===== src/rtl/tmds_encoder.sv =====
// Three-channel DVI 1.0 TMDS encoder: transition minimisation then DC balance,
// two register stages, one symbol per channel per pixel clock.
module tmds_encoder (
  input  logic       clk,
  input  logic       rst_n,
  input  logic       de,
  input  logic       hsync,
  input  logic       vsync,
  input  logic [7:0] r,
  input  logic [7:0] g,
  input  logic [7:0] b,
  output logic [9:0] tmds_r,
  output logic [9:0] tmds_g,
  output logic [9:0] tmds_b
);

  localparam logic [9:0] CTRL_00 = 10'b1101010100;
  localparam logic [9:0] CTRL_01 = 10'b0010101011;
  localparam logic [9:0] CTRL_10 = 10'b0101010100;
  localparam logic [9:0] CTRL_11 = 10'b1010101011;

  function automatic logic [9:0] ctrl_symbol(input logic [1:0] c);
    logic [9:0] sym;
    case (c)
      2'b00:   sym = CTRL_00;
      2'b01:   sym = CTRL_01;
      2'b10:   sym = CTRL_10;
      default: sym = CTRL_11;
    endcase
    return sym;
  endfunction

  function automatic logic [8:0] min_trans(input logic [7:0] d);
    logic [3:0] n;
    logic       use_xnor;
    logic [8:0] q;
    n = '0;
    for (int unsigned i = 0; i < 8; i++) n = n + {3'b000, d[i]};
    use_xnor = (n > 4'd4) || (n == 4'd4 && !d[0]);
    q    = '0;
    q[0] = d[0];
    for (int unsigned i = 1; i < 8; i++)
      q[i] = use_xnor ? ~(q[i-1] ^ d[i]) : (q[i-1] ^ d[i]);
    q[8] = ~use_xnor;
    return q;
  endfunction

  // Returns {next cnt, symbol}; disparity math is done one bit wider than cnt.
  function automatic logic [14:0] dc_balance(input logic [8:0] qm,
                                             input logic signed [4:0] cnt);
    logic [3:0]        n1;
    logic signed [5:0] disp;
    logic signed [5:0] acc;
    logic signed [5:0] nxt;
    logic [9:0]        sym;
    n1 = '0;
    for (int unsigned i = 0; i < 8; i++) n1 = n1 + {3'b000, qm[i]};
    disp = $signed({1'b0, n1, 1'b0}) - 6'sd8;
    acc  = {cnt[4], cnt};
    if (cnt == 5'sd0 || disp == 6'sd0) begin
      sym = {~qm[8], qm[8], qm[8] ? qm[7:0] : ~qm[7:0]};
      nxt = qm[8] ? (acc + disp) : (acc - disp);
    end else if ((acc > 6'sd0 && disp > 6'sd0) || (acc < 6'sd0 && disp < 6'sd0)) begin
      sym = {1'b1, qm[8], ~qm[7:0]};
      nxt = acc - disp + (qm[8] ? 6'sd2 : 6'sd0);
    end else begin
      sym = {1'b0, qm[8], qm[7:0]};
      nxt = acc + disp - (qm[8] ? 6'sd0 : 6'sd2);
    end
    return {5'(nxt), sym};
  endfunction

  logic              de_q;
  logic [1:0]        ctrl_q;
  logic [8:0]        qm_r, qm_g, qm_b;
  logic signed [4:0] cnt_r, cnt_g, cnt_b;
  logic signed [4:0] cnt_r_nxt, cnt_g_nxt, cnt_b_nxt;
  logic [9:0]        sym_r, sym_g, sym_b;

  always_comb begin
    {cnt_r_nxt, sym_r} = dc_balance(qm_r, cnt_r);
    {cnt_g_nxt, sym_g} = dc_balance(qm_g, cnt_g);
    {cnt_b_nxt, sym_b} = dc_balance(qm_b, cnt_b);
  end

  always_ff @(posedge clk or negedge rst_n) begin
    if (!rst_n) begin
      de_q   <= 1'b0;
      ctrl_q <= '0;
      qm_r   <= '0;
      qm_g   <= '0;
      qm_b   <= '0;
      cnt_r  <= '0;
      cnt_g  <= '0;
      cnt_b  <= '0;
      tmds_r <= CTRL_00;
      tmds_g <= CTRL_00;
      tmds_b <= CTRL_00;
    end else begin
      de_q   <= de;
      ctrl_q <= {vsync, hsync};
      qm_r   <= min_trans(r);
      qm_g   <= min_trans(g);
      qm_b   <= min_trans(b);
      // Blanking clears disparity so the next active pixel starts balanced.
      if (!de_q) begin
        tmds_r <= CTRL_00;
        tmds_g <= CTRL_00;
        tmds_b <= ctrl_symbol(ctrl_q);
        cnt_r  <= '0;
        cnt_g  <= '0;
        cnt_b  <= '0;
      end else begin
        tmds_r <= sym_r;
        tmds_g <= sym_g;
        tmds_b <= sym_b;
        cnt_r  <= cnt_r_nxt;
        cnt_g  <= cnt_g_nxt;
        cnt_b  <= cnt_b_nxt;
      end
    end
  end

endmodule

===== config.mk =====
export PLATFORM = sky130hd
export DESIGN_NAME = tmds_encoder
export DESIGN_NICKNAME = d
export VERILOG_FILES = /design/src/rtl/tmds_encoder.sv
export SDC_FILE = /design/constraint.sdc
export NUM_CORES = 1
export LEC_CHECK = 0
export BUFFER_PORTS_ARGS = -buffer_cell sky130_fd_sc_hd__buf_4
export CAP_MARGIN = 20
export CORE_UTILIZATION = 45
export DETAILED_ROUTE_END_ITERATION = 6
export PLACE_DENSITY = 0.69
export SETUP_SLACK_MARGIN = 0.15
export SKIP_LAST_GASP = 1
export SYNTH_ARGS = -nofsm -noshare
export SYNTH_HDL_FRONTEND = slang
export SYNTH_SLANG_ARGS = --single-unit

===== constraint.sdc =====
create_clock -name clk -period 5.5 [get_ports clk]
set_input_delay 1.1 -clock clk [delete_from_list [all_inputs] [get_ports clk]]
set_output_delay 1.1 -clock clk [all_outputs]
set_load 0.02 [all_outputs]

==> impl_metrics.py, run 1 <==
metrics = {
    "run_status": {
        "outcome": "complete, no violations",
    },
    "cts": {
        "cts_buffers": 9,
        "cts_setup_buffers": 0,
        "ctsResizeCount": 0,
        "cts_tree": "built",
        "clk_pin_slew_ps": 60,
        "cts-root-buf": "clkbuf_16",
        "clockBufferDepth": 2,
        "clock_latency_ps": 340,
        "h-tree-depth": 3,
        "cts_hold_buffers": 0,
        "clkSinkCount": 72,
    },
    "synthesis": {
        "synth_cell_types": 58,
        "yosysTopAreaCell": "dfrtp_1",
        "syn_nets": 682,
        "ys_ff_latch": 72,
        "synthArstFlopShare_pct": 100,
        "yosysTopAreaCellShare_pct": 24.8,
        "ys.flop_type": "dfrtp_1",
        "synth_edf_count": 0,
        "syn_area_sq_um": 5740,
        "synth-seq-area-share_pct": 31.7,
        "synthCells": 559,
        "synth_area_per_cell_sq_um": 10.3,
        "synth_area_leaders": "dfrtp_1 (25%), ha_1 (14%), fa_1 (10%)",
        "ys_warn_count": 0,
    },
    "setup_path": {
        "start_kind": "register",
        "rrSetupSlack_ps": 870,
        "r2r_cells": 15,
        "crit_arrival_ps": 4850,
        "crit_fanout": 5,
        "r2r_start": "qm_r[0]",
        "path_class": "reg2reg",
        "required_ps": 5710,
        "r2r-end": "cnt_r[3]",
        "crit_path_end_kind": "register",
    },
    "grt": {
        "grt_pass1_vias": 4191,
        "grt-ovfl-total": 0,
        "antenna_found_initial": 0,
        "grt.total_usage_pct": 18.9,
        "grt_max_degree": 73,
        "grt_pass1_wl_um": 19300,
    },
    "worst_hold_path": {
        "min_to": "tmds_g[2]",
        "min_path_cells": 2,
        "hold_path_class": "reg2reg",
        "hold_path_startpoint": "qm_g[2]",
    },
    "routing": {
        "vias_per_cell": 5.07,
        "drtIter0Drc": 261,
        "postRouteAntennaNets": 0,
        "wl_per_cell_um": 14.4,
        "totalWireLength_um": 11300,
        "drc": 0,
        "vias": 4001,
        "firstDrtPassIters": 5,
    },
    "layout": {
        "fin_nets": 739,
        "area_growth_pct": 15.7,
        "drive_above_1_share_pct": 18.7,
        "n_antenna_cell": 0,
        "seqCellArea_sq_um": 1820,
        "multi_input_area_sq_um": 3500,
        "n_fill_cell": 1104,
    },
    "sta": {
        "fmax_mhz": 216,
        "setup_tns_ps": 0,
        "rsz0062_at_grt": "no",
        "hold_viol_final": 0,
        "fin_crit_ps": 4630,
        "relSlewSlack_pct": 41.0,
        "setup_violations": 0,
        "clock_skew_ps": 6.35,
        "tightest_slew_ps": 885,
        "min_period_over_period_pct": 84.2,
        "slew_violations": 0,
    },
    "floorplanning": {
        "io_pins": 59,
        "die_h_um": 115,
        "die_w_um": 115,
        "core_area_sq_um": 12200,
        "num_rows": 40,
        "start_util_pct": 47.0,
        "dieArea_sq_um": 13200,
    },
    "placed_design": {
        "place.port_buffers": 58,
        "dp_hpwl_um": 8770,
        "gp_congestion": 0.873,
    },
    "job": {
        "cap_violations": 0,
    },
}
-- area by class of cell --
cell class	instances	area share, %
clock inverter	3	0.640
multi-input combinational	376	52.7
sequential	72	27.4
clock buffer	13	3.77
timing repair buffer	61	6.89
tap	168	3.16
inverter	96	5.42
-- worst max path at each step --
stage | endpoint | slack [ps] | start | cells after the start
2_1_floorplan | cnt_r[3] | 1100 | qm_r[0] | 15
3_3_place_gp | cnt_r[3] | 990 | qm_r[0] | 15
3_5_place_dp | cnt_b[4] | 870 | qm_b[0] | 14
4_1_cts | cnt_r[3] | 840 | qm_r[0] | 15
5_1_grt | cnt_r[3] | 640 | qm_r[0] | 15
6_report | cnt_r[3] | 870 | qm_r[0] | 15
-- cells in the mapped netlist, types with 10 or more instances --
cell and count:
a21oi_1 27, o21ai_0 10, xnor2_1 45, clkbuf_1 11, nand2_1 33, nor2_1 17, dfrtp_1 57, ha_1 64
dfstp_2 15, nor3_1 12, inv_1 87, xor2_1 23, fa_1 30
-- registers in the layout (all words and copies together) (netlist names) --
signal  flops
cnt_g       4
qm_b        9
tmds_b     10
tmds_g     10
ctrl_q      2
de_q        1
qm_g        9
cnt_r       4
tmds_r     10
cnt_b       4
qm_r        9
-- per-layer routing --
layer	share of wire [%]	wire length [um]	vias up	global-route usage [%]
met5	0	0	-	0
met4	2.4	277	0	8.48
met3	4.1	467	21	2.95
met2	51	5790	92	34.0
met1	42	4790	1945	22.2
li1	-	-	1943	-
-- cells by family (layout without fill, tap and decap cells) --
kind of cell,Yosys count,count (layout),synth area share (%)
xor gates and xnor gates,83,83,15.8
adders and majority gates,94,94,24.4
AOI/OAI and AO/OA,95,95,11.0
DFF,72,72,31.7
muxes,9,9,1.59
and+or+nand+nor,95,95,8.10
buffers and inverters,111,173,7.43
-- per-stage QoR --
step | setup slack, ps | std cells | area (sq um) | hold WS (ps) | util [%]
CTS | 843 | 789 | 6640 | 537 | 54.4
floorplan | 1100 | 559 | 5740 | 489 | -
finish | 867 | 789 | 6640 | 537 | 54.4
global route | 642 | 789 | 6640 | 565 | 54.4
global placement | 990 | 773 | 6350 | 512 | 52.0
detailed placement | 870 | 773 | 6350 | 524 | 52.0
-- cells in the final DEF, fill, tap and decap left out, drive strengths merged, types with 8 or more instances in the layout --
cell type,synthesis,final
nor3,12,12
nand2,33,33
dfstp,15,15
mux2i,8,8
clkbuf,11,13
inv,96,96
ha,64,64
dfrtp,57,57
xor2,23,23
buf,4,61
a21o,10,10
o21ai,17,17
xnor2,54,54
a21oi,28,28
nand3,9,9
fa,30,30
nor2,17,17
-- critical path, stage by stage, from the launching register on --
cell,delay (ps)
dfrtp_1,400
fa_1,550
inv_1,60
fa_1,470
fa_1,500
inv_1,40
ha_1,190
fa_1,570
inv_1,120
fa_1,480
ha_1,230
xor2_1,150
or4_1,400
a21oi_1,140
a211oi_1,80
mux2i_1,130
Power of run 1 is left out: the tool's default activity adds up to more than one toggle a clock period on the data nets, which glitch-free logic cannot reach.
==> inputs of run 2 (changes only) <==
Settings changed: ABC_AREA set to 1, PLACE_DENSITY 0.69 to 0.71.
Clock period 5.5 ns to 3.7 ns, I/O delays scaled along.
==> run 2 against run 1 <==
The flow now finishes with violations (setup timing). Die area shrank 2.4%. Non-clock buffer count grew 78. Highest routed layer unchanged. Area after synthesis shrank 2.4%. Sequential cell count is the same. Clock-buffer cell count shrank 2. Global-route usage grew 2.7 points.
==> impl_metrics.py, run 2 <==
metrics = {
    "cts": {
        "clk_pin_slew_ps": 60,
        "clock_latency_ps": 330,
        "h-tree-depth": 3,
        "cts_tree": "built",
        "cts-root-buf": "clkbuf_16",
        "clkSinkCount": 72,
        "clockBufferDepth": 2,
        "cts_buffers": 9,
        "cts_hold_buffers": 0,
    },
    "sta": {
        "tightest_slew_ps": 896,
        "worst_slack_ps": -346,
        "fmax_mhz": 247,
        "relSlewSlack_pct": 40.3,
        "setup_violations": 38,
        "fin_crit_ps": 4050,
        "min_period_over_period_pct": 109,
        "rsz0062_at_grt": "yes",
        "setup_tns_ps": -6900,
        "slew_violations": 0,
        "clock_skew_ps": 9.79,
        "hold_viol_final": 0,
    },
    "synthesis": {
        "ys_warn_count": 0,
        "synth-seq-area-share_pct": 32.5,
        "synth_edf_count": 0,
        "ys_ff_latch": 72,
        "synth_area_per_cell_sq_um": 8.43,
        "synth_area_leaders": "dfrtp_1 (25%), ha_1 (14%), fa_1 (11%)",
        "synth_cell_types": 31,
        "synthArstFlopShare_pct": 100,
        "syn_nets": 788,
        "synthCells": 665,
        "ys.flop_type": "dfrtp_1",
        "yosysMostFrequentCell": "nand2_1",
        "yosysTopAreaCell": "dfrtp_1",
        "yosysTopAreaCellShare_pct": 25.4,
        "syn_area_sq_um": 5610,
        "netlist_top_cells_count": "nand2_1 (123), inv_1 (121), ha_1 (64), dfrtp_1 (57), nand3_1 (44)",
    },
    "worst_hold_path": {
        "hold_path_class": "in2async",
    },
    "grt": {
        "grt.total_usage_pct": 21.6,
        "antenna_found_initial": 0,
        "grt_max_degree": 73,
        "grt-ovfl-total": 0,
        "grt_pass1_wl_um": 22300,
        "grt_pass1_vias": 5053,
    },
    "layout": {
        "final_common_cell": "buf_4",
        "n_fill_cell": 867,
        "drive_above_1_share_pct": 41.2,
        "reg_top3": "tmds_b x10, tmds_g x10, tmds_r x10",
        "fin_nets": 933,
        "final_cell_mix": "buf_4 (116), nand2_1 (101), inv_1 (99)",
        "fin_area_sq_um": 8050,
        "n_antenna_cell": 0,
        "area_growth_pct": 43.5,
    },
    "floorplanning": {
        "dieArea_sq_um": 12900,
        "num_rows": 40,
        "io_pins": 59,
        "die_w_um": 114,
        "core_area_sq_um": 12100,
        "die_h_um": 114,
        "start_util_pct": 46.5,
    },
    "setup_path": {
        "r2r_start": "qm_b[0]",
        "crit_fanout": 3,
        "start_kind": "register",
        "r2r-end": "cnt_b[4]",
        "r2r_cells": 16,
        "rrSetupSlack_ps": -350,
        "path_class": "reg2reg",
        "crit_path_end_kind": "register",
        "crit_arrival_ps": 4270,
        "required_ps": 3920,
    },
    "routing": {
        "wl_per_cell_um": 13.5,
        "drtIter0Drc": 196,
        "totalWireLength_um": 13300,
        "vias": 4865,
        "postRouteAntennaNets": 0,
        "drc": 0,
        "firstDrtPassIters": 5,
        "vias_per_cell": 4.95,
    },
    "placed_design": {
        "dpl-instance-area_sq_um": 6990,
        "place.port_buffers": 58,
        "gp_congestion": 0.868,
        "dp_hpwl_um": 9590,
    },
    "run_status": {
        "violations": "setup timing",
        "outcome": "finished, violations left",
    },
    "job": {
        "cap_violations": 0,
    },
}
-- run 2: cell types whose count changed after synthesis, moves of 15 or more --
cell,delta
nand2_2,+15
nand3_1,+35
o21ai_0,+28
xnor2_1,-25
inv_1,+34
nand2_1,+90
nor2_1,+24
-- run 2: worst max-delay path by stage --
| stage | depth (start not counted) | to | from |
|---|---|---|---|
| after detailed placement | 18 | cnt_b[4] | qm_b[3] |
| after floorplan | 17 | cnt_b[4] | qm_b[3] |
| final | 16 | cnt_b[4] | qm_b[0] |
| after global placement | 14 | cnt_r[3] | qm_r[0] |
| after CTS | 14 | cnt_r[2] | qm_r[0] |
| after global routing | 14 | cnt_r[3] | qm_r[0] |
-- run 2: per-stage QoR --
stage / hold WS (ps) / instances / setup slack (ps) / util (%)
floorplan: 444 / 665 / -225 / -
global placement: 518 / 942 / -291 / 58.0
detailed placement: 505 / 942 / -437 / 58.0
CTS: 514 / 976 / -328 / 64.4
global route: 511 / 983 / -512 / 66.7
finish: 520 / 983 / -346 / 66.7
-- run 2: cells by family (layout without fill, tap and decap cells) --
logic type | Yosys count | in the layout | share of synthesized area, %
xor+xnor | 38 | 38 | 6.07
compound gates | 89 | 89 | 8.46
simple gates | 239 | 240 | 19.0
flops | 72 | 72 | 32.5
fa+ha+maj | 94 | 94 | 25.0
buf+inv | 133 | 282 | 9.00
-- run 2: critical path: stages, from the launching register on --
cell and delay [ps]:
dfrtp_1 400, fa_1 550, inv_1 50, fa_1 470, fa_1 520, inv_2 50, ha_4 160, fa_2 540
inv_2 60, fa_2 600, nand2_2 80, nor2_1 100, nand3_1 90, nand3_1 100, nand3_1 70, nand2_1 70
inv_1 40
-- run 2: timing repair --
| action | in CTS | in global routing |
|---|---|---|
| setup buffers | 17 | 7 |
| setup endpoints to repair | 45 | 48 |
| cloned | 1 | 0 |
| pin swaps | 54 | 35 |
| gates resized for setup | 89 | 56 |
-- run 2: final cells by class --
type                       count  area (sq um)  share of cell area (%)
multi-input combinational    461          4040                    50.2
sequential                    72          1820                    22.6
timing repair buffer         139          1150                    14.2
inverter                     127           522                    6.48
clock buffer                  11           243                    3.02
tap                          168           210                    2.61
clock inverter                 5          63.8                   0.793
-- run 2: metal layers --
layer / up-vias / track usage, % / wire, um
li1: 2379 / - / -
met2: 114 / 40.4 / 7310
met3: 36 / 3.03 / 372
met5: - / 0 / 0
met1: 2336 / 24.6 / 5180
met4: 0 / 8.86 / 399
Power of run 2 is left out for the same reason.
